**config.mk**
```make
export PLATFORM = sky130hd
export DESIGN_NAME = mux_arb_nto1_flat
export DESIGN_NICKNAME = d
export VERILOG_FILES = /design/src/rtl/mux_arb_nto1_if.sv /design/src/rtl/mux_arb_nto1.sv /design/src/flat_wrapper.sv
export SDC_FILE = /design/constraint.sdc
export NUM_CORES = 1
export LEC_CHECK = 0
export BUFFER_PORTS_ARGS = -buffer_cell sky130_fd_sc_hd__buf_4
export CAP_MARGIN = 20
export CORE_ASPECT_RATIO = 0.5
export CORE_MARGIN = 5
export CORE_UTILIZATION = 40
export CTS_CLUSTER_DIAMETER = 80
export CTS_CLUSTER_SIZE = 20
export DETAILED_ROUTE_END_ITERATION = 8
export PLACE_DENSITY = 0.77
export SYNTH_ARGS = -nofsm -noshare
export SYNTH_HDL_FRONTEND = slang
export SYNTH_SLANG_ARGS = --single-unit
```
**constraint.sdc**
```tcl
create_clock -name Clock -period 1.8 [get_ports Clock]
set_input_delay 0.27 -clock Clock [delete_from_list [all_inputs] [get_ports Clock]]
set_output_delay 0.27 -clock Clock [all_outputs]
set_load 0.005 [all_outputs]
```
**src/rtl/mux_arb_nto1_if.sv**
```systemverilog
// Bus bundle for mux_arb_nto1: N packed input channels plus one output channel.
// Ports: in_data/in_valid/in_ready (N producers), out_data/out_sel/out_valid/out_ready (consumer).
// The slave modport is the multiplexer's view; master is the producer/consumer side.
interface mux_arb_nto1_if #(
  parameter int WIDTH = 24,
  parameter int N     = 4
);
  localparam int SELW = $clog2(N);

  logic [N*WIDTH-1:0] in_data;
  logic [N-1:0]       in_valid;
  logic [N-1:0]       in_ready;
  logic [WIDTH-1:0]   out_data;
  logic [SELW-1:0]    out_sel;
  logic               out_valid;
  logic               out_ready;

  modport master (
    output in_data, in_valid, out_ready,
    input  in_ready, out_data, out_sel, out_valid
  );

  modport slave (
    input  in_data, in_valid, out_ready,
    output in_ready, out_data, out_sel, out_valid
  );
endinterface

```
**src/rtl/mux_arb_nto1.sv**
```systemverilog
// N:1 word multiplexer with one registered output stage; direct-select or round-robin grant.
// Ports: Clock, Reset (async, active-high), Mode (0 direct / 1 round-robin), Selector, bus (slave).
// Latency 1 cycle; full throughput with out_ready high; in_ready is combinational from
// out_valid/out_ready and the grant, and is held low whenever the output word is stalled.
module mux_arb_nto1 #(
  parameter  int WIDTH = 24,
  parameter  int N     = 4,
  localparam int SELW  = $clog2(N)
) (
  input  logic            Clock,
  input  logic            Reset,
  input  logic            Mode,
  input  logic [SELW-1:0] Selector,
  mux_arb_nto1_if.slave   bus
);

  logic [WIDTH-1:0] out_data_q;
  logic [SELW-1:0]  out_sel_q;
  logic             out_valid_q;
  logic [SELW-1:0]  rr_ptr;

  logic             load_en;
  logic             gnt_vld;
  logic [SELW-1:0]  gnt_idx;
  logic [N-1:0]     in_ready_c;
  logic [WIDTH-1:0] gnt_word;

  // The output register can take a new word when empty or being drained this cycle.
  assign load_en = !out_valid_q || bus.out_ready;

  // Grant: at most one channel. Direct mode looks only at the selected channel's
  // valid, so other channels have no combinational influence on its ready.
  always_comb begin
    gnt_vld = 1'b0;
    gnt_idx = '0;
    if (!Mode) begin
      for (int k = 0; k < N; k++) begin
        if (Selector == SELW'(k) && bus.in_valid[k]) begin
          gnt_vld = 1'b1;
          gnt_idx = SELW'(k);
        end
      end
    end else begin
      // Search starts one past the last round-robin winner and wraps modulo N;
      // the first valid channel found in that order wins.
      for (int i = 1; i <= N; i++) begin
        for (int k = 0; k < N; k++) begin
          if (!gnt_vld && k == (int'(rr_ptr) + i) % N && bus.in_valid[k]) begin
            gnt_vld = 1'b1;
            gnt_idx = SELW'(k);
          end
        end
      end
    end
  end

  // Ready goes only to the granted channel, and never while reset is asserted.
  always_comb begin
    in_ready_c = '0;
    gnt_word   = '0;
    for (int k = 0; k < N; k++) begin
      if (gnt_vld && gnt_idx == SELW'(k)) begin
        in_ready_c[k] = load_en && !Reset;
        gnt_word      = bus.in_data[k*WIDTH +: WIDTH];
      end
    end
  end

  always_ff @(posedge Clock or posedge Reset) begin
    if (Reset) begin
      out_valid_q <= 1'b0;
      out_data_q  <= '0;
      out_sel_q   <= '0;
      rr_ptr      <= SELW'(N - 1);
    end else if (load_en) begin
      if (gnt_vld) begin
        out_valid_q <= 1'b1;
        out_data_q  <= gnt_word;
        out_sel_q   <= gnt_idx;
        // Only round-robin wins move the fairness pointer.
        if (Mode) begin
          rr_ptr <= gnt_idx;
        end
      end else begin
        // Drained with nothing new: data/sel keep the last word for observability.
        out_valid_q <= 1'b0;
      end
    end
  end

  assign bus.in_ready  = in_ready_c;
  assign bus.out_data  = out_data_q;
  assign bus.out_sel   = out_sel_q;
  assign bus.out_valid = out_valid_q;

endmodule
```
**src/flat_wrapper.sv**
```systemverilog
// flat-port wrapper written by rule: the top's interface ports become plain ports
module mux_arb_nto1_flat 
#(
  parameter  int WIDTH = 24,
  parameter  int N     = 4,
  localparam int SELW  = $clog2(N)
)
  (Clock, Reset, Mode, Selector, bus_in_data, bus_in_valid, bus_out_ready, bus_in_ready, bus_out_data, bus_out_sel, bus_out_valid);
  mux_arb_nto1_if #(.WIDTH(WIDTH), .N(N)) bus_i ();
  input  logic Clock;
  input  logic Reset;
  input  logic Mode;
  input  logic [SELW-1:0] Selector;
  input wire logic [$bits(bus_i.in_data)-1:0] bus_in_data;
  input wire logic [$bits(bus_i.in_valid)-1:0] bus_in_valid;
  input wire logic [$bits(bus_i.out_ready)-1:0] bus_out_ready;
  output wire logic [$bits(bus_i.in_ready)-1:0] bus_in_ready;
  output wire logic [$bits(bus_i.out_data)-1:0] bus_out_data;
  output wire logic [$bits(bus_i.out_sel)-1:0] bus_out_sel;
  output wire logic [$bits(bus_i.out_valid)-1:0] bus_out_valid;
  assign bus_i.in_data = bus_in_data;
  assign bus_i.in_valid = bus_in_valid;
  assign bus_i.out_ready = bus_out_ready;
  assign bus_in_ready = bus_i.in_ready;
  assign bus_out_data = bus_i.out_data;
  assign bus_out_sel = bus_i.out_sel;
  assign bus_out_valid = bus_i.out_valid;
  mux_arb_nto1 #(.WIDTH(WIDTH), .N(N)) u_core (.Clock(Clock), .Reset(Reset), .Mode(Mode), .Selector(Selector), .bus(bus_i));
endmodule
```
==> qor.json <==
{
  "status": {"value": "complete, but fails checks"},
  "violations": {"value": "setup timing"},
  "drive_above_1_share": {"value": 65.1, "unit": "%"},
  "critPathRequiredTime": {"value": 1530, "unit": "ps"},
  "cellInternalPower": {"value": 0.00260, "unit": "W"},
  "dp.final_hpwl": {"value": 6180, "unit": "µm"},
  "top_level_ports": {"value": 137},
  "dp_slack": {"value": -215, "unit": "ps"},
  "route.detailed.drc": {"value": 0},
  "power.clock.fraction": {"value": 21.9, "unit": "%"},
  "initial_utilization": {"value": 42.5, "unit": "%"},
  "netSwitchingFraction": {"value": 35.8, "unit": "%"},
  "post_synth_cell_types": {"value": 41},
  "postRouteAntennaNets": {"value": 0},
  "pin_count_of_the_biggest_net_entering_global_routing": {"value": 30},
  "wire_length_the_detailed_router_placed_on_met1": {"value": 3510, "unit": "µm"},
  "drt_pre_antenna_iters": {"value": 4},
  "cell_rows": {"value": 19},
  "worst-path-max-fanout": {"value": 4},
  "report.final.setup_viol": {"value": 29},
  "synth_seq_area_share": {"value": 30.3, "unit": "%"},
  "final_hold_viol_count": {"value": 0},
  "cts_sinks": {"value": 29},
  "via_density_per_instance": {"value": 5.57},
  "clk_latency": {"value": 280, "unit": "ps"},
  "worst_pin_slew": {"value": 389, "unit": "ps"},
  "num_antenna_cells": {"value": 0},
  "port_buffers": {"value": 136},
  "antenna_found_initial": {"value": 0},
  "drt_iter0_markers": {"value": 120},
  "max_cap_viol_count": {"value": 0},
  "wl_met2": {"value": 5090, "unit": "µm"},
  "power_density": {"value": 956, "unit": "nW/µm²"},
  "netlist.top_cell.by_area": {"value": "sky130_fd_sc_hd__dfrtp_1"},
  "synthesis.area": {"value": 2400, "unit": "µm²"},
  "total_leakage_power": {"value": 1.84, "unit": "nW"},
  "place_congestion": {"value": 0.831},
  "seq_power_share": {"value": 25.1, "unit": "%"},
  "clk_pin_slew": {"value": 50, "unit": "ps"},
  "first_pass_grt_wire_length": {"value": 13000, "unit": "µm"},
  "max_freq": {"value": 478, "unit": "MHz"},
  "grt_setup_unrepaired": {"value": "yes"},
  "synth.top_cells.by_area": {"value": "sky130_fd_sc_hd__dfrtp_1, sky130_fd_sc_hd__a221oi_2, sky130_fd_sc_hd__mux2i_1, sky130_fd_sc_hd__and2_1, sky130_fd_sc_hd__nor2_1"},
  "routed_wire_length_per_instance": {"value": 20.4, "unit": "µm"},
  "synth_fp_nets": {"value": 326},
  "clock_tree_from_tritoncts": {"value": "done"},
  "core_region_area": {"value": 5660, "unit": "µm²"},
  "combinationalPowerShare": {"value": 52.9, "unit": "%"},
  "clk_root_buffer_cell": {"value": "sky130_fd_sc_hd__clkbuf_16"},
  "number_of_global_route_vias_before_repair": {"value": 2650},
  "synth.ff_latch_count": {"value": 29},
  "total_switching_power": {"value": 0.00145, "unit": "W"},
  "crit_path_start_kind": {"value": "register"},
  "maxUsedRoutingLayer": {"value": "met4"},
  "synthArstFlopShare": {"value": 100, "unit": "%"},
  "cts.path.max_buffers": {"value": 2},
  "vias": {"value": 2496},
  "ctsHtreeMaxLevel": {"value": 2},
  "worst-endpoint-arrival": {"value": 1820, "unit": "ps"},
  "clock_skew": {"value": 4.03, "unit": "ps"},
  "avg_inst_size_synth": {"value": 10.9, "unit": "µm²"},
  "holdBufCountCts": {"value": 0},
  "synth_flop_cell": {"value": "sky130_fd_sc_hd__dfrtp_1"},
  "die-area": {"value": 7750, "unit": "µm²"},
  "area.growth.synth_to_final": {"value": 76.1, "unit": "%"},
  "crit_path_end_kind": {"value": "output port"},
  "fillerInstances": {"value": 378},
  "max-slew-margin-rel": {"value": 74.0, "unit": "%"},
  "grt_usage": {"value": 20.6, "unit": "%"},
  "synth_edf_count": {"value": 0},
  "final.period_utilization": {"value": 116, "unit": "%"},
  "yosys.area.top_type_share": {"value": 28.1, "unit": "%"},
  "synthCells": {"value": 220},
  "max-vdd-ir-drop": {"value": 504, "unit": "µV"},
  "finalSetupTns": {"value": -5000, "unit": "ps"},
  "synth.cells.most_frequent": {"value": "sky130_fd_sc_hd__a221oi_2, sky130_fd_sc_hd__nor2_1, sky130_fd_sc_hd__dfrtp_1, sky130_fd_sc_hd__mux2i_1, sky130_fd_sc_hd__and2_1"},
  "min_period": {"value": 2090, "unit": "ps"},
  "timing.final.max_slew_violations": {"value": 0},
  "design.final.nets": {"value": 480},
  "number_of_warnings_printed_during_yosys_synthesis": {"value": 0},
  "synthMostInstantiatedCell": {"value": "sky130_fd_sc_hd__a221oi_2"},
  "die_width": {"value": 120, "unit": "µm"},
  "cts_buffers": {"value": 5},
  "worst_path_setup_slack_after_routing": {"value": -293, "unit": "ps"},
  "met3_wirelength": {"value": 412, "unit": "µm"},
  "routed_wirelength": {"value": 9150, "unit": "µm"},
  "die_height": {"value": 64.8, "unit": "µm"},
  "globalRoute.totalOverflow": {"value": 0},
  "criticalPathCategory": {"value": "reg2out"},
  "timing.hold.worst.class": {"value": "in2async"}
}
## per-stage QoR
step | cells | utilization [%] | hold WS (ps) | instance area, µm² | total power (W)
after global routing | 448 | 74.8 | 127 | 4230 | 0.00425
after CTS | 440 | 68.5 | 101 | 3880 | 0.00370
final | 448 | 74.8 | 86.5 | 4230 | 0.00405
after detailed placement | 427 | 63.2 | 388 | 3580 | 0.00270
after floorplan | 220 | - | 347 | 2410 | 0.00195
after global placement | 427 | 63.2 | 373 | 3580 | 0.00264
## area by class of cell
class,instances,area [µm²],area share (%)
multi-input cells,169,1880,44.4
repair buffers,167,1370,32.4
flip-flops and latches,29,728,17.2
clock buffers,7,153,3.61
well taps,73,91.3,2.16
inverters,2,7.51,0.177
clock inverters,1,5.00,0.118
## flip-flops by register name, summed over array words and instances, names as in the netlist
signal	flops
u_core.bus.out_sel	2
u_core.bus.out_data	24
u_core.rr_ptr	2
u_core.bus.out_valid	1
## cell usage in the layout (no fill, tap or decap), types with 2 or more instances in the layout
cell type | Yosys | final
sky130_fd_sc_hd__a21oi_1 | 2 | 2
sky130_fd_sc_hd__a221oi_2 | 39 | 23
sky130_fd_sc_hd__a221oi_4 | 0 | 22
sky130_fd_sc_hd__and2_1 | 23 | 23
sky130_fd_sc_hd__and2_4 | 1 | 3
sky130_fd_sc_hd__buf_12 | 0 | 5
sky130_fd_sc_hd__buf_4 | 2 | 156
sky130_fd_sc_hd__buf_6 | 9 | 3
sky130_fd_sc_hd__clkbuf_16 | 0 | 7
sky130_fd_sc_hd__clkbuf_8 | 0 | 2
sky130_fd_sc_hd__dfrtp_1 | 27 | 27
sky130_fd_sc_hd__dfstp_2 | 2 | 2
sky130_fd_sc_hd__inv_1 | 2 | 2
sky130_fd_sc_hd__mux2_2 | 2 | 2
sky130_fd_sc_hd__mux2i_1 | 27 | 27
sky130_fd_sc_hd__nand2_1 | 3 | 3
sky130_fd_sc_hd__nand2b_1 | 4 | 4
sky130_fd_sc_hd__nand3_2 | 1 | 2
sky130_fd_sc_hd__nor2_1 | 31 | 31
sky130_fd_sc_hd__nor2b_2 | 0 | 2
sky130_fd_sc_hd__o31a_1 | 2 | 2
## critical path, stage by stage (launching register included)
cell and delay (ps):
sky130_fd_sc_hd__dfstp_2 570, sky130_fd_sc_hd__nor2b_2 60, sky130_fd_sc_hd__a2bb2oi_4 150, sky130_fd_sc_hd__o31a_1 370
sky130_fd_sc_hd__nor4_2 240, sky130_fd_sc_hd__buf_4 150
## cell families (layout without fill, tap and decap cells)
| group | after synthesis | in the layout | share of synthesized area (%) |
|---|---|---|---|
| mux | 29 | 29 | 12.2 |
| buf+inv | 24 | 177 | 7.24 |
| flops | 29 | 29 | 30.3 |
| compound gates | 62 | 62 | 33.6 |
| simple gates | 76 | 78 | 16.7 |
## path summary, 6_finish.rpt
check | startpoint | end | slack, ps | depth (start not counted)
worst max-delay path | u_core.rr_ptr[0]$_DFFE_PP1P_ | bus_in_ready[2] | -290 | 5
worst min-delay path | Reset | u_core.bus.out_valid$_DFFE_PP0N_ | 90 | 3
worst max register to register | u_core.rr_ptr[1]$_DFFE_PP1P_ | u_core.bus.out_data[16]$_DFFE_PP0P_ | -200 | 7
worst min register to register | u_core.bus.out_sel[0]$_DFFE_PP0P_ | u_core.bus.out_sel[0]$_DFFE_PP0P_ | 500 | 1
max in group asynchronous | Reset | u_core.rr_ptr[1]$_DFFE_PP1P_ | 1390 | 3
min in group Clock | bus_out_ready | u_core.bus.out_valid$_DFFE_PP0N_ | 280 | 3
## timing repair
item                       in CTS  in global routing
hold endpoints to repair        0                  0
setup buffers                   5                  4
setup endpoints to repair      29                 29
gates resized for setup        12                 33
gates cloned                    0                  4
pin swaps                       5                 31
## layer usage
metal / up-vias / GRT usage [%]
li1: 1183 / -
met1: 1236 / 24.1
met5: - / 0
met2: 65 / 39.3
met4: 0 / 5.56
met3: 12 / 4.00
## power by group through the flow
stage	Clock [W]	Sequential [W]	Combinational [W]
after floorplan	0	0.00100	0.000942
after global placement	0	0.00100	0.00163
after detailed placement	0	0.00101	0.00169
after CTS	0.000888	0.00101	0.00181
after global routing	0.000927	0.00104	0.00227
final	0.000887	0.00102	0.00214
Power figures use the tool's default switching activity.
